$ cat config.mk
export PLATFORM = sky130hd
export DESIGN_NAME = mac_result_serializer_flat
export DESIGN_NICKNAME = d
export VERILOG_FILES = /design/src/rtl/mac_result_serializer_pkg.sv /design/src/rtl/mac_result_serializer_if.sv /design/src/rtl/mac_result_serializer.sv /design/src/flat_wrapper.sv
export SDC_FILE = /design/constraint.sdc
export NUM_CORES = 1
export LEC_CHECK = 0
export ABC_AREA = 1
export BUFFER_PORTS_ARGS = -buffer_cell sky130_fd_sc_hd__buf_2
export CORE_MARGIN = 5
export CORE_UTILIZATION = 55
export DETAILED_ROUTE_END_ITERATION = 10
export HOLD_SLACK_MARGIN = 0.15
export PLACE_DENSITY = 0.81
export SLEW_MARGIN = 20
export SYNTH_ARGS = -nofsm -noshare
export SYNTH_HDL_FRONTEND = slang
export SYNTH_SLANG_ARGS = --single-unit
$ cat constraint.sdc
create_clock -name CLK -period 2 [get_ports CLK]
set_clock_uncertainty 0.15 [all_clocks]
set_input_delay 0.4 -clock CLK [delete_from_list [all_inputs] [get_ports CLK]]
set_output_delay 0.4 -clock CLK [all_outputs]
set_load 0.005 [all_outputs]
$ cat src/rtl/mac_result_serializer_pkg.sv
// mac_ser_pkg: shared types and constants for the MAC result serializer.
// Holds the FSM state encoding, the default result width, and the bit-counter width helper.
// The optional parity beat (MAC_SER_PARITY_EN) uses the PAR encoding defined here.
package mac_ser_pkg;

  typedef enum logic [1:0] {
    IDLE  = 2'd0,
    SHIFT = 2'd1,
    PAR   = 2'd2
  } ser_state_t;

  localparam int MAC_SER_WIDTH = 16;

  // The counter indexes bits 0..w-1, so log2 of the width is enough; never below one bit.
  function automatic int cnt_width(input int w);
    return (w < 2) ? 1 : $clog2(w);
  endfunction

endpackage

$ cat src/rtl/mac_result_serializer_if.sv
// Handshake bundle between the accumulator bank, the serializer and the serial sink.
// No logic or latency; pure wiring.
// The master modport is the environment side; the slave modport is the serializer side.
interface mac_result_serializer_if
  import mac_ser_pkg::*;
#(
  parameter int WIDTH = MAC_SER_WIDTH
);
  logic [WIDTH-1:0] acc_in;
  logic             acc_valid;
  logic             acc_ready;
  logic             ser_out;
  logic             ser_valid;
  logic             ser_ready;
  logic             ser_last;
  logic             busy;

  modport master (
    output acc_in, acc_valid, ser_ready,
    input  acc_ready, ser_out, ser_valid, ser_last, busy
  );

  modport slave (
    input  acc_in, acc_valid, ser_ready,
    output acc_ready, ser_out, ser_valid, ser_last, busy
  );
endinterface

$ cat src/rtl/mac_result_serializer.sv
// Purpose: capture a parallel accumulator result and stream it LSB first, one bit per accepted beat.
// Latency: first bit valid 1 cycle after capture; WIDTH beats per frame (WIDTH+1 with MAC_SER_PARITY_EN).
// Backpressure: ser_ready=0 freezes bit, last flag and all state; acc_ready is high only when idle.
module mac_result_serializer
  import mac_ser_pkg::*;
#(
  parameter  int WIDTH = MAC_SER_WIDTH,
  localparam int CNT_W = cnt_width(WIDTH)
) (
  input  logic                  CLK,
  input  logic                  CLR,
  mac_result_serializer_if.slave bus
);

  ser_state_t       r_state;
  ser_state_t       w_state_nxt;
  logic [WIDTH-1:0] r_shreg;
  logic [CNT_W-1:0] r_cnt;
`ifdef MAC_SER_PARITY_EN
  logic             r_par;
`endif

  logic w_acc_ready;
  logic w_ser_valid;
  logic w_ser_out;
  logic w_ser_last;
  logic w_busy;
  logic w_last_bit;
  logic w_capture;
  logic w_data_beat;

  assign w_last_bit  = (r_cnt == CNT_W'(WIDTH - 1));
  assign w_capture   = bus.acc_valid & w_acc_ready;
  assign w_data_beat = (r_state == SHIFT) & bus.ser_ready;

  // State register: reset returns to IDLE and abandons any frame in flight.
  always_ff @(posedge CLK) begin
    if (CLR) r_state <= IDLE;
    else     r_state <= w_state_nxt;
  end

  // Next-state: leave IDLE on capture, leave SHIFT on the accepted final data beat.
  always_comb begin
    w_state_nxt = r_state;
    case (r_state)
      IDLE:  if (w_capture) w_state_nxt = SHIFT;
      SHIFT: if (bus.ser_ready && w_last_bit) begin
`ifdef MAC_SER_PARITY_EN
               w_state_nxt = PAR;
`else
               w_state_nxt = IDLE;
`endif
             end
`ifdef MAC_SER_PARITY_EN
      PAR:   if (bus.ser_ready) w_state_nxt = IDLE;
`endif
      default: w_state_nxt = IDLE;
    endcase
  end

  // Datapath: load on capture, shift on each accepted data beat; counter pins at the last bit.
  always_ff @(posedge CLK) begin
    if (CLR) begin
      r_shreg <= '0;
      r_cnt   <= '0;
`ifdef MAC_SER_PARITY_EN
      r_par   <= 1'b0;
`endif
    end else if (w_capture) begin
      r_shreg <= bus.acc_in;
      r_cnt   <= '0;
`ifdef MAC_SER_PARITY_EN
      r_par   <= ^bus.acc_in;
`endif
    end else if (w_data_beat) begin
      r_shreg <= r_shreg >> 1;
      if (!w_last_bit) r_cnt <= r_cnt + CNT_W'(1);
    end
  end

  // Outputs: decoded from state only; acc_ready is additionally masked while CLR is high.
  always_comb begin
    w_acc_ready = 1'b0;
    w_ser_valid = 1'b0;
    w_ser_out   = 1'b0;
    w_ser_last  = 1'b0;
    w_busy      = 1'b0;
    case (r_state)
      IDLE: w_acc_ready = ~CLR;
      SHIFT: begin
        w_ser_valid = 1'b1;
        w_busy      = 1'b1;
        w_ser_out   = r_shreg[0];
`ifdef MAC_SER_PARITY_EN
        w_ser_last  = 1'b0;
`else
        w_ser_last  = w_last_bit;
`endif
      end
`ifdef MAC_SER_PARITY_EN
      PAR: begin
        w_ser_valid = 1'b1;
        w_busy      = 1'b1;
        w_ser_out   = r_par;
        w_ser_last  = 1'b1;
      end
`endif
      default: ;
    endcase
  end

  assign bus.acc_ready = w_acc_ready;
  assign bus.ser_valid = w_ser_valid;
  assign bus.ser_out   = w_ser_out;
  assign bus.ser_last  = w_ser_last;
  assign bus.busy      = w_busy;

endmodule
$ cat src/flat_wrapper.sv
// flat-port wrapper written by rule: the top's interface ports become plain ports
module mac_result_serializer_flat import mac_ser_pkg::*;
#(
  parameter  int WIDTH = MAC_SER_WIDTH,
  localparam int CNT_W = cnt_width(WIDTH)
)
  (CLK, CLR, bus_acc_in, bus_acc_valid, bus_ser_ready, bus_acc_ready, bus_ser_out, bus_ser_valid, bus_ser_last, bus_busy);
  mac_result_serializer_if #(.WIDTH(WIDTH)) bus_i ();
  input  logic CLK;
  input  logic CLR;
  input wire logic [$bits(bus_i.acc_in)-1:0] bus_acc_in;
  input wire logic [$bits(bus_i.acc_valid)-1:0] bus_acc_valid;
  input wire logic [$bits(bus_i.ser_ready)-1:0] bus_ser_ready;
  output wire logic [$bits(bus_i.acc_ready)-1:0] bus_acc_ready;
  output wire logic [$bits(bus_i.ser_out)-1:0] bus_ser_out;
  output wire logic [$bits(bus_i.ser_valid)-1:0] bus_ser_valid;
  output wire logic [$bits(bus_i.ser_last)-1:0] bus_ser_last;
  output wire logic [$bits(bus_i.busy)-1:0] bus_busy;
  assign bus_i.acc_in = bus_acc_in;
  assign bus_i.acc_valid = bus_acc_valid;
  assign bus_i.ser_ready = bus_ser_ready;
  assign bus_acc_ready = bus_i.acc_ready;
  assign bus_ser_out = bus_i.ser_out;
  assign bus_ser_valid = bus_i.ser_valid;
  assign bus_ser_last = bus_i.ser_last;
  assign bus_busy = bus_i.busy;
  mac_result_serializer #(.WIDTH(WIDTH)) u_core (.CLK(CLK), .CLR(CLR), .bus(bus_i));
endmodule
==> impl_results.md, run 1 <==
* Fillers at roughly 200
* Post-DR vias/cell at between 5 and 6
* Synth Area in Compound Gates at 0.128
* Reg2reg end: u_core.r_cnt[0]
* Reg2Reg Setup Slack at 0.42 ns
* Layout overhead on the synthesized area at 11.6%
* CTS root buf: clkbuf_4
* Min-Delay Path Class: in -> reg
* Row count at 16
* Clock latency on the worst-skew pair at 0.30 ns
* Final min period at 1.80 ns
* CP arrival at approximately 1.3 ns
* Layer with the highest usage: met2
* Hold Violations, Final at 0
* Main combinational cell family by area after synthesis: simple AND/OR/NAND/NOR gates
* Core Box Area at around 0.0020 mm^2
* Setup crit start kind: register
* Vias in the first global route at between 900 and 1000
* Critical Path End Type: output port
* Total CTS buffers at 3
* Fraction of registers with async set/reset at 0
* Pin count of the biggest net entering global routing at 34
* Setup violations, final at 0
* Grt met2 use at 0.247
* Leakage at 0.000577 uW
* GRT Overall Usage at 0.149
* Count of different cell masters after synthesis at 22
* Synth Area in Simple Gates at 0.396
* Net count after synthesis at ~180
* Synth Flop Type: dfxtp_1
* Mux cell area share after synthesis at 0
* WHS Endpoint: u_core.r_shreg[15]
* Setup TNS at 0 ns
* Initial Util at 0.578
* Setup WS pre-CTS at ~0.36 ns
* Top post-synthesis cells by area: dfxtp_1, nand2_1, nand3b_1
* Relative slew slack at 0.790
* Post-synth top area cell: dfxtp_1
* Hold Path Cell Cnt at 3
* Worst-path clk slew at 0.11 ns
* Worst-Margin Slew at 0.314 ns
* Via count at between 1000 and 1500
* Crit path max fanout at 4
* Detailed Route WL at between 2000 and 2500 um
* Critical Path RT at around 1.5 ns
* Antenna violations before repair at 0
* Global-route wire length before repair at approximately 3800 um
* # Post-CTS Setup Buffers at 0
* DRC violation count after routing at 0
* Overflow after GRT at 0
* Most numerous cell in the Yosys netlist: nand2_1
* Sequential share of the synthesized area at 0.371
* Hold Buf Count CTS at 0
* Commonest cells in the netlist: nand2_1, dfxtp_1, nand3_1
* #FFs+latches synth at 21
* EDFF count, synth at 0
* Synth Warn # at 0
* Met3 Track Usage GR at 0.0256
* Vert. Die Dim at approximately 55 um
* DRT Pass-1 Iters at 4
* Die ar. at 0.00307 mm^2
* Mapped Area at about 0.0011 mm^2
* Routed Antenna Nets at 0
* WL/cell at between 10 and 15 um
* Final #Nets at between 200 and 250
* Worst reg2reg path depth at 6
* PnR worst setup slack at just under 0.2 ns
* H-tree depth at 1
* Max Root-Sink Buffers at 2
* Pwr dens at around 660 mW/mm^2
* Status: finished clean
* Reg2reg start: u_core.r_state[0]
* Slew Limit Fails at 0
* Post-DP HPWL at around 1600 um
* Max-Cap Viols at 0
* Final period util at 0.901
* Die width at about 55 um
* Routability congestion estimate at between 0.7 and 0.8
* Clock sink total at 21
* Max Fclk at around 550 MHz
* RSZ-0062 raised after global routing: false
* CTS tree: yes
* Synth Area in XOR/XNOR at 0
* Worst vdd ir at 0.000362 V
* Average size of a mapped cell at 7.04 um^2
* Number of I/O pins at 25
* PostCTS Resize Cnt at 0
* Initial drt markers at 20
* Share of layout cells above drive strength 1 at 0.232
* Met1 global-route usage at 0.188
* Synth top area share at 0.371
* Setup CP Type: reg -> out
* IO buf count at 24
* Synthesized-area fraction occupied by adder cells at 0.0110
* HP Start: bus_acc_in[15]
* Ant diodes at 0
* Cell count after synthesis at about 160
==> metrics by stage <==
step / power, uW / hold slack (ns) / std cells / instance area (um^2) / utilization
6_report: 832 / 0.199 / 208 / 1260 / 0.645
5_1_grt: 874 / 0.215 / 208 / 1260 / 0.645
4_1_cts: 840 / 0.195 / 208 / 1260 / 0.645
3_5_place_dp: 637 / 0.325 / 204 / 1240 / 0.631
3_3_place_gp: 632 / 0.320 / 204 / 1240 / 0.631
2_1_floorplan: 598 / 0.303 / 161 / 1130 / -
==> flip-flops by register name, summed over array words and instances (netlist names) <==
name,cells
u_core.r_cnt,4
u_core.r_state,1
u_core.r_shreg,16
==> layer usage <==
| metal | part of all wire | routed length (um) |
|---|---|---|
| met3 | 0.060 | 136 |
| met2 | 0.45 | 1030 |
| met1 | 0.48 | 1100 |
| met5 | 0 | 0 |
| met4 | 0.0053 | 12 |
==> how the worst max path moves through the flow <==
stage | startpoint | endpoint | depth (start not counted)
floorplan | CLR | bus_acc_ready | 3
global placement | bus_ser_ready | u_core.r_cnt[1] | 7
detailed placement | bus_ser_ready | u_core.r_cnt[1] | 7
CTS | u_core.r_cnt[0] | bus_ser_last | 4
global route | u_core.r_cnt[0] | bus_ser_last | 4
finish | u_core.r_cnt[0] | bus_ser_last | 4
==> report_power, final <==
| part | total [uW] | leakage, uW | switching [uW] | internal, uW |
|---|---|---|---|---|
| Clock | 204 | 0.0000150 | 127 | 77.7 |
| Sequential | 467 | 0.000172 | 20.1 | 447 |
| Combinational | 160 | 0.000390 | 95.1 | 65.3 |
==> layout by cell type, fill, tap and decap left out <==
| cell | n |
|---|---|
| inv_1 | 8 |
| nor3_1 | 1 |
| o21ai_1 | 2 |
| o21ai_0 | 3 |
| a21oi_2 | 8 |
| inv_2 | 1 |
| nand3_1 | 16 |
| ha_1 | 1 |
| nand2_1 | 54 |
| clkbuf_4 | 3 |
| nand3b_1 | 13 |
| clkinv_2 | 1 |
| buf_4 | 2 |
| clkinv_1 | 1 |
| clkbuf_1 | 1 |
| a21oi_1 | 10 |
| nor2_1 | 8 |
| nor2_4 | 1 |
| dfxtp_1 | 21 |
| buf_2 | 24 |
| nand2_4 | 2 |
==> worst max-delay path, stage by stage, from the launching register on <==
cell and delay, ns:
dfxtp_1 0.40, ha_1 0.19, nand3_1 0.14, nor2_1 0.11, buf_2 0.12
==> cell families after synthesis <==
kind of cell | after synthesis
AND/OR/NAND/NOR | 95
AO/OA/AOI/OAI | 23
buffers and inverters | 21
flip-flops | 21
adder cells (fa/ha/maj) | 1
==> final cells by class <==
| class | count | area, um^2 | share of cell area |
|---|---|---|---|
| Tap cell | 27 | 33.8 | 0.0267 |
| Multi-Input combinational cell | 119 | 607 | 0.480 |
| Sequential cell | 21 | 420 | 0.332 |
| Inverter | 11 | 42.5 | 0.0336 |
| Clock buffer | 4 | 26.3 | 0.0208 |
| Timing Repair Buffer | 26 | 135 | 0.107 |
(Power assumes the default switching activity.)
==> run 2: changes to the inputs <==
- CORE_UTILIZATION: 55 -> 35
- PLACE_DENSITY: 0.81 -> unset
==> run 2 against run 1 <==
Against the previous run: wire length rose by 14%; clock power rose by 3%; critical path depth unchanged.
==> impl_results.md, run 2 (synthesized netlist as in run 1, its figures left out) <==
* CTS root buf: clkbuf_4
* Critical Path RT at 1.45 ns (about the same)
* Row count at 20 (+4)
* Core Box Area at 0.00308 mm^2 (+57%)
* Storage cell area at 420 um^2 (unchanged)
* Most frequent cells in the layout: nand2_1, buf_2, dfxtp_1
* Total power at 842 uW (+1.2%)
* IO buf count at 24 (unchanged)
* Die ar. at 0.00448 mm^2 (+46%)
* DRT Pass-1 Iters at 5 (+1)
* Dpl cells at 222 (+8.8%)
* Post-DP HPWL at 1750 um (+11%)
* Routed wl met2 at 1170 um (+13%)
* Hold Buf Count CTS at 0 (unchanged)
* Final min period at 1.80 ns (+0.00138 ns)
* Vert. Die Dim at 66.9 um (+21%)
* Layout Cells excl Fill at 226 (+8.7%)
* Max Fclk at 554 MHz (about the same)
* Critical Path End Type: output port
* H-tree depth at 1 (unchanged)
* Clock latency on the worst-skew pair at 0.31 ns (about the same)
* Total CTS buffers at 3 (unchanged)
* Vias in the first global route at 1078 (+15%)
* Clock sink total at 21 (unchanged)
* WL/cell at 11.5 um (+4.5%)
* Pin count of the biggest net entering global routing at 34 (unchanged)
* Worst-path clk slew at 0.13 ns (+0.02 ns)
* Number of I/O pins at 25 (unchanged)
* Register name with the most flops: u_core.r_shreg
* Min-Delay Path Class: in -> reg
* Fillers at 347 (+78%)
* Post-DR vias/cell at 4.74 (-5.9%)
* CP arrival at 1.25 ns (about the same)
* Commonest non-fill, non-tap cell in the layout: nand2_1
* Largest register FFs at 16 (unchanged)
* Final period util at 0.902 (about the same)
* Relative slew slack at 0.784 (-0.00661)
* Slew Limit Fails at 0 (unchanged)
* DRC violation count after routing at 0 (unchanged)
* Final #Nets at 204 (+0.49%)
* Routability congestion estimate at 0.720 (-4.8%)
* Detailed Route WL at 2590 um (+14%)
* Worst vdd ir at 0.000441 V (+22%)
* Setup violations, final at 0 (unchanged)
* Layout overhead on the synthesized area at 14.2%
* Initial drt markers at 50 (+150%)
* CTS tree: yes
* PostCTS Resize Cnt at 0 (unchanged)
* Min Hold Slack at 0.186 ns (-0.0127 ns)
* Setup CP Type: reg -> out
* Overflow after GRT at 0 (unchanged)
* GRT Overall Usage at 0.127 (-0.0211)
* Crit path max fanout at 4 (unchanged)
* Die width at 66.9 um (+21%)
* Hold Path Cell Cnt at 3 (unchanged)
* Initial Util at 0.368 (-0.210)
* Via count at 1072 (+2.3%)
* Max layer used: met4
* Status: finished clean
* Metal-1 WL at 1240 um (+13%)
* # Post-CTS Setup Buffers at 0 (unchanged)
* Setup TNS at 0 ns (unchanged)
* Worst-Margin Slew at 0.324 ns (+0.00958 ns)
* Leakage at 0.000584 uW (+1.3%)
* Max-Cap Viols at 0 (unchanged)
* Util after Layout at 0.421 (-0.224)
* Routed Antenna Nets at 0 (unchanged)
* Antenna violations before repair at 0 (unchanged)
* Area of the multi-input gates at 607 um^2 (unchanged)
* Pwr dens at 650 mW/mm^2 (-1.2%)
* Worst reg2reg path depth at 6 (unchanged)
* Biggest regs: u_core.r_shreg: 16 flops, u_core.r_cnt: 4 flops, u_core.r_state: 1 flops
* RSZ-0062 raised after global routing: false
* Max Root-Sink Buffers at 2 (unchanged)
* Hold Violations, Final at 0 (unchanged)
* Ant diodes at 0 (unchanged)
* Setup crit start kind: register
* Global-route wire length before repair at 4470 um (+16%)
* Wire length on met3 at 159 um (+17%)
* Share of layout cells above drive strength 1 at 0.242 (+0.00971)
==> run 2: path summary, 6_finish.rpt <==
check	from	to	slack, ns
setup / recovery	u_core.r_cnt[0]	bus_ser_last	0.20
setup reg to reg	u_core.r_state[0]	u_core.r_cnt[1]	0.34
hold reg to reg	u_core.r_shreg[2]	u_core.r_shreg[2]	0.35
hold / removal	bus_acc_in[15]	u_core.r_shreg[15]	0.19
==> run 2: final cells by class <==
class                           count  area share
Multi-Input combinational cell    119       0.469
Sequential cell                    21       0.325
Timing Repair Buffer               27       0.110
Tap cell                           44      0.0425
Inverter                           11      0.0329
Clock buffer                        3      0.0174
Clock inverter                      1     0.00386
==> run 2: per-layer routing <==
metal / GRT usage / up-vias
li1: - / 560
met1: 0.152 / 486
met2: 0.220 / 24
met3: 0.0422 / 2
met4: 0.0278 / 0
met5: 0 / -
==> run 2: critical path, stage by stage (launching register included) <==
cell	delay (ns)
dfxtp_1	0.39
ha_1	0.18
nand3_1	0.14
nor2_1	0.12
buf_2	0.12
==> run 2: power by group <==
group          total [uW]  internal [uW]  switching, uW
Combinational         166           66.6           98.9
Clock                 210           74.7            135
Sequential            467            447           19.3
Total                 842            589            253
==> run 2: per-stage QoR <==
stage          setup WS, ns  area, um^2
6_report              0.196        1290
5_1_grt              0.0634        1290
4_1_cts               0.175        1290
3_5_place_dp          0.268        1270
3_3_place_gp          0.311        1270
2_1_floorplan         0.547        1130
